File: src/rtl/cjb_risc_hmmiop_cu_v.sv
// cjb_risc_hmmiop_cu_v: multicycle control unit for the HMMIOP RISC core.
// Moore/Mealy mix: state register plus combinational strobe decode.
module cjb_risc_hmmiop_cu_v #(
  parameter logic [9:0] IPDR_ADDR = 10'h3FF,
  parameter logic [9:0] OPDR_ADDR = 10'h3FE
) (
  input  logic       Clock,
  input  logic       Reset,
  input  logic [7:0] IW,
  input  logic [3:0] SR_CNVZ,
  input  logic [9:0] MARout,
  output logic       RST_PC,
  output logic       LD_PC,
  output logic       CNT_PC,
  output logic       LD_IR,
  output logic       LD_R0,
  output logic       LD_R1,
  output logic       LD_R2,
  output logic       LD_R3,
  output logic       LD_SR,
  output logic       LD_MABR,
  output logic       LD_MAXR,
  output logic       LD_MAR,
  output logic       RW,
  output logic       LD_IPDR,
  output logic       LD_OPDR,
  output logic       push,
  output logic       pop,
  output logic       ipstksel,
  output logic [1:0] IB0_SEL,
  output logic [1:0] IB1_SEL,
  output logic [1:0] IB2_SEL,
  output logic [3:0] ALU_FS,
  output logic [3:0] state
);

  typedef enum logic [3:0] {
    S_RST    = 4'd0,
    S_FETCH  = 4'd1,
    S_DECODE = 4'd2,
    S_EXEC   = 4'd3,
    S_ADDR   = 4'd4,
    S_MEM    = 4'd5,
    S_JCHK   = 4'd6,
    S_JLD    = 4'd7,
    S_HALT   = 4'd8
  } state_t;

  localparam logic [3:0] OP_LOAD  = 4'b0001;
  localparam logic [3:0] OP_STORE = 4'b0010;
  localparam logic [3:0] OP_COPY  = 4'b0011;
  localparam logic [3:0] OP_STK   = 4'b1100;
  localparam logic [3:0] OP_JUMP  = 4'b1101;
  localparam logic [3:0] OP_HALT  = 4'b1110;

  state_t     state_q, state_d;
  logic [3:0] op;
  logic [1:0] ri;
  logic [1:0] rj;
  logic [3:0] ld_r;
  logic       cond;
  logic       is_alu;

  assign op     = IW[7:4];
  assign ri     = IW[3:2];
  assign rj     = IW[1:0];
  assign is_alu = (op >= 4'd4) && (op <= 4'd11);

  // Branch condition: 1-4 test C/N/V/Z set, 5-8 test them clear
  always_comb begin
    cond = 1'b0;
    case (IW[3:0])
      4'd0:    cond = 1'b1;
      4'd1:    cond = SR_CNVZ[3];
      4'd2:    cond = SR_CNVZ[2];
      4'd3:    cond = SR_CNVZ[1];
      4'd4:    cond = SR_CNVZ[0];
      4'd5:    cond = ~SR_CNVZ[3];
      4'd6:    cond = ~SR_CNVZ[2];
      4'd7:    cond = ~SR_CNVZ[1];
      4'd8:    cond = ~SR_CNVZ[0];
      default: cond = 1'b0;
    endcase
  end

  // State register; reset aborts any instruction immediately
  always_ff @(posedge Clock or posedge Reset) begin
    if (Reset) state_q <= S_RST;
    else       state_q <= state_d;
  end

  // Next-state and control strobe decode
  always_comb begin
    state_d  = S_FETCH;
    RST_PC   = 1'b0;
    LD_PC    = 1'b0;
    CNT_PC   = 1'b0;
    LD_IR    = 1'b0;
    ld_r     = 4'b0000;
    LD_SR    = 1'b0;
    LD_MABR  = 1'b0;
    LD_MAXR  = 1'b0;
    LD_MAR   = 1'b0;
    RW       = 1'b0;
    LD_IPDR  = 1'b0;
    LD_OPDR  = 1'b0;
    push     = 1'b0;
    pop      = 1'b0;
    ipstksel = 1'b0;
    IB0_SEL  = 2'd0;
    IB1_SEL  = 2'd0;
    IB2_SEL  = 2'd0;
    ALU_FS   = 4'd0;
    case (state_q)
      S_RST: begin
        RST_PC  = 1'b1;
        state_d = S_FETCH;
      end
      S_FETCH: begin
        LD_IR   = 1'b1;
        CNT_PC  = 1'b1;
        LD_IPDR = 1'b1;
        state_d = S_DECODE;
      end
      S_DECODE: begin
        if (op == OP_LOAD || op == OP_STORE) begin
          IB0_SEL = rj;
          LD_MABR = 1'b1;
          LD_MAXR = 1'b1;
          CNT_PC  = 1'b1;
          state_d = S_ADDR;
        end else if (op == OP_JUMP) begin
          LD_MABR = 1'b1;
          LD_MAXR = 1'b1;
          CNT_PC  = 1'b1;
          state_d = S_JCHK;
        end else if (op == OP_HALT) begin
          state_d = S_HALT;
        end else begin
          state_d = S_EXEC;
        end
      end
      S_EXEC: begin
        state_d = S_FETCH;
        if (is_alu) begin
          IB0_SEL  = ri;
          IB1_SEL  = rj;
          IB2_SEL  = 2'd1;
          ALU_FS   = op - 4'd4;
          ld_r[ri] = 1'b1;
          LD_SR    = 1'b1;
        end else if (op == OP_COPY) begin
          IB0_SEL  = rj;
          ld_r[ri] = 1'b1;
        end else if (op == OP_STK) begin
          case (rj)
            2'd0: begin
              IB0_SEL = ri;
              push    = 1'b1;
            end
            2'd1: begin
              IB2_SEL  = 2'd3;
              ipstksel = 1'b1;
              pop      = 1'b1;
              ld_r[ri] = 1'b1;
            end
            2'd2: begin
              IB2_SEL  = 2'd3;
              ld_r[ri] = 1'b1;
            end
            default: begin
              IB0_SEL = ri;
              LD_OPDR = 1'b1;
            end
          endcase
        end
      end
      S_ADDR: begin
        LD_MAR  = 1'b1;
        state_d = S_MEM;
      end
      S_MEM: begin
        state_d = S_FETCH;
        if (op == OP_LOAD) begin
          IB2_SEL  = (MARout == IPDR_ADDR) ? 2'd3 : 2'd2;
          ld_r[ri] = 1'b1;
        end else if (op == OP_STORE) begin
          IB0_SEL = ri;
          if (MARout == OPDR_ADDR) LD_OPDR = 1'b1;
          else                     RW      = 1'b1;
        end
      end
      S_JCHK: begin
        if (cond) begin
          LD_MAR  = 1'b1;
          state_d = S_JLD;
        end else begin
          state_d = S_FETCH;
        end
      end
      S_JLD: begin
        LD_PC   = 1'b1;
        state_d = S_FETCH;
      end
      S_HALT: begin
        state_d = S_HALT;
      end
      default: state_d = S_FETCH;
    endcase
  end

  assign LD_R0 = ld_r[0];
  assign LD_R1 = ld_r[1];
  assign LD_R2 = ld_r[2];
  assign LD_R3 = ld_r[3];
  assign state = state_q;

endmodule

File: config.mk
export PLATFORM = sky130hd
export DESIGN_NAME = cjb_risc_hmmiop_cu_v
export DESIGN_NICKNAME = d
export VERILOG_FILES = /design/src/rtl/cjb_risc_hmmiop_cu_v.sv
export SDC_FILE = /design/constraint.sdc
export NUM_CORES = 1
export LEC_CHECK = 0
export CORE_UTILIZATION = 30
export DETAILED_ROUTE_END_ITERATION = 8
export HOLD_SLACK_MARGIN = 0.06
export PLACE_DENSITY_LB_ADDON = 0.1
export SYNTH_ARGS = -nofsm -noshare
export SYNTH_HDL_FRONTEND = slang
export SYNTH_SLANG_ARGS = --single-unit
File: constraint.sdc
create_clock -name Clock -period 2 [get_ports Clock]
set_input_delay 0.2 -clock Clock [delete_from_list [all_inputs] [get_ports Clock]]
set_output_delay 0.2 -clock Clock [all_outputs]
set_load 0.02 [all_outputs]
==> results by group <==
Status
  • Status: complete, but fails checks
  • Violated checks: DRC

Power
  • Pleak: 0.8774 nW
  • Sw Share: 45.48%
  • Clock Power Share: 8.5%
  • Peak supply drop: 0.3753 mV
  • NetSw: 0.5473 mW
  • Internal cell power: 0.6561 mW
  • Reg power frac: 11.5%
  • Logic pwr share: 80.0%
  • Cell Pwr Density: 708.2 nW/um^2

Layout
  • Finished Layout Cells: 240
  • Commonest cells after routing, fill and taps aside: buf_4, clkdlybuf4s50_1, dlygate4sd2_1
  • Design Area, Final: 1699 um^2
  • Area grow syn2layout: 88.87%
  • Most common cell after layout, fill and taps aside: buf_4
  • Max reg flops: 4
  • Fillcell total: 271
  • Multi-input gate area: 709.4 um^2
  • Share of layout cells above drive strength 1: 36.36%
  • Nets@finish: 243
  • Post-layout util: 60.57%
  • Antenna cells: 0
  • Seq. cell area: 102.6 um^2

Floorplanning
  • FP Rows: 19
  • Core Region: 2805 um^2
  • Top Ports: 56
  • Initial Utilization: 32.07%
  • Full die area: 3222 um^2
  • Die width: 56.76 um
  • Die height: 56.76 um

Critical path
  • Arrival time of the worst setup path: 1.77 ns
  • Critical Path RT: 1.80 ns
  • CP max FO: 7
  • Startpoint Class: flip-flop
  • Critical setup path kind: reg -> out
  • CP endpoint kind: output port

Place
  • Placed cells: 233
  • DP Wirelength: 2492 um
  • Pre-CTS setup slack: -0.5717 ns
  • IO buf count: 54
  • Post-DP Area: 1682 um^2
  • Routability cong.: 0.9242

Global routing
  • Initial antenna violation count: 0
  • Vias in the first global route: 1199
  • Largest net degree at the start of global routing: 11
  • Total grt overflow: 0
  • First-pass GRT wire length: 5161 um
  • GRT Util Overall: 20.01%

CTS
  • Worst skew pair latency: 0.24 ns
  • Root Driver: clkbuf_4
  • Max clock buf depth: 2
  • H-tree depth: 1
  • Clock-pin slew of the registers on the worst-case setup and hold paths: 0.04 ns
  • CTS tree: done
  • Clock tree sinks: 4
  • Num CTS Buffers: 3
  • Hold buffers post-CTS: 0

STA
  • Setup ws final: 0.02611 ns
  • Period utilisation layout: 98.69%
  • RSZ-0062 raised after global routing: true
  • Min Tclk post-route: 1.974 ns
  • Final Hold Fails: 0
  • Pins over their slew limit: 0
  • Final Skew: 0.005150 ns
  • Fmax: 0.5066 GHz
  • Final setup viols: 0

Synth
  • Yosys warns: 0
  • Netlist cell types: 45
  • Top FF cell, synth: dfrtp_1
  • Synth top area share: 11.13%
  • Post-Syn Area: 899.6 um^2
  • Asr flop ratio synth: 100.0%
  • Post-Syn Instances: 122
  • Post-synthesis cell type with the largest combined area: dfrtp_1
  • Syn Nets: 154
  • Flops & latches, synth: 4
  • Register area share after synthesis: 11.13%
  • Synthesized area per cell: 7.374 um^2
  • Post-synth EDFFs: 0
  • Synth top area cells: dfrtp_1, ha_1, buf_4

Drt
  • Vias: 1170
  • Iteration-0 DRC Markers: 26
  • DRC Markers: 4
  • Pre-antenna DRT Iters: 6
  • WL final: 2992 um
  • Wire per inst: 12.47 um
  • Vias per cell: 4.875
  • Antenna Nets Post-Route: 0

Worst hold path
  • Min-delay worst type: in -> async

Run
  • Max-cap violations: 0
[metrics by stage]
stage,hold WS [ns],power [mW],setup TNS (ns)
6_report,0.1408,1.203,0
5_1_grt,0.1502,1.293,-0.07640
4_1_cts,0.1387,1.205,0
3_5_place_dp,0.3901,1.132,-8.478
3_3_place_gp,0.3919,1.122,-7.800
2_1_floorplan,-0.03392,0.6618,0
[what timing repair did]
item,CTS,global route
setup endpoints to repair,26,16
resized for setup,68,19
buffers inserted,3,1
pin swaps,6,2
[cell usage after synthesis (all sizes together), types with 2 or more instances]
library cell and count:
nor3b 2, buf 11, nand2 11, nand2b 2, nor2 8, nor4b 2
nand3 3, ha 8, nor4 2, nand3b 3, and3 4, a21oi 5
o21ai 5, xor2 3, inv 12, nor4bb 2, nor3 6, or3 2
dfrtp 4, a22o 3, and2 4
[worst max-delay path, stage by stage, from the launching register on]
cell             delay (ns)
dfrtp_2                0.44
nand4bb_1              0.24
or3_4                  0.37
nand2_1                0.10
a22o_1                 0.14
clkdlybuf4s15_2        0.26
[routing by layer]
metal / track usage, % / share of wire [%] / wire length, um / vias to the layer above
met4: 5.575 / 1.5 / 46 / 0
met3: 1.382 / 3.4 / 101 / 4
met2: 36.39 / 51 / 1511 / 32
met5: 0 / 0 / 0 / -
li1: - / - / - / 603
met1: 25.17 / 45 / 1333 / 531
[final timing paths]
path	start	end	slack, ns	cells after the start
max	state[3]$_DFF_PP0_	IB0_SEL[0]	0.03	5
min	Reset	state[1]$_DFF_PP0_	0.14	2
max reg2reg	state[3]$_DFF_PP0_	state[2]$_DFF_PP0_	0.63	6
min reg2reg	state[2]$_DFF_PP0_	state[3]$_DFF_PP0_	0.66	2
max in group asynchronous	Reset	state[3]$_DFF_PP0_	1.70	2
min in group Clock	state[2]$_DFF_PP0_	state[3]$_DFF_PP0_	0.66	2
[final cells by class]
| type | count | area share, % |
|---|---|---|
| multi-input cells | 94 | 41.75 |
| repair buffers | 96 | 45.95 |
| flip-flops and latches | 4 | 6.038 |
| clock buffers | 3 | 1.325 |
| inverters | 12 | 2.651 |
| well taps | 31 | 2.283 |
[kinds of logic after synthesis]
| family | count (synthesis) | synth area share, % |
|---|---|---|
| AO/OA/AOI/OAI | 24 | 20.17 |
| XOR/XNOR | 3 | 2.921 |
| adder cells (fa/ha/maj) | 8 | 11.13 |
| buffers and inverters | 24 | 14.18 |
| flip-flops | 4 | 11.13 |
| other | 1 | 0.4168 |
| AND/OR/NAND/NOR | 58 | 40.05 |
[power by group through the flow]
stage               clock, mW  sequential [mW]  combinational (mW)
global route            0.112            0.144                1.04
floorplan                   0            0.149               0.513
finish                  0.102            0.138               0.963
global placement            0            0.138               0.984
CTS                     0.107            0.139               0.959
detailed placement          0            0.140               0.992
Power figures use the tool's default switching activity.
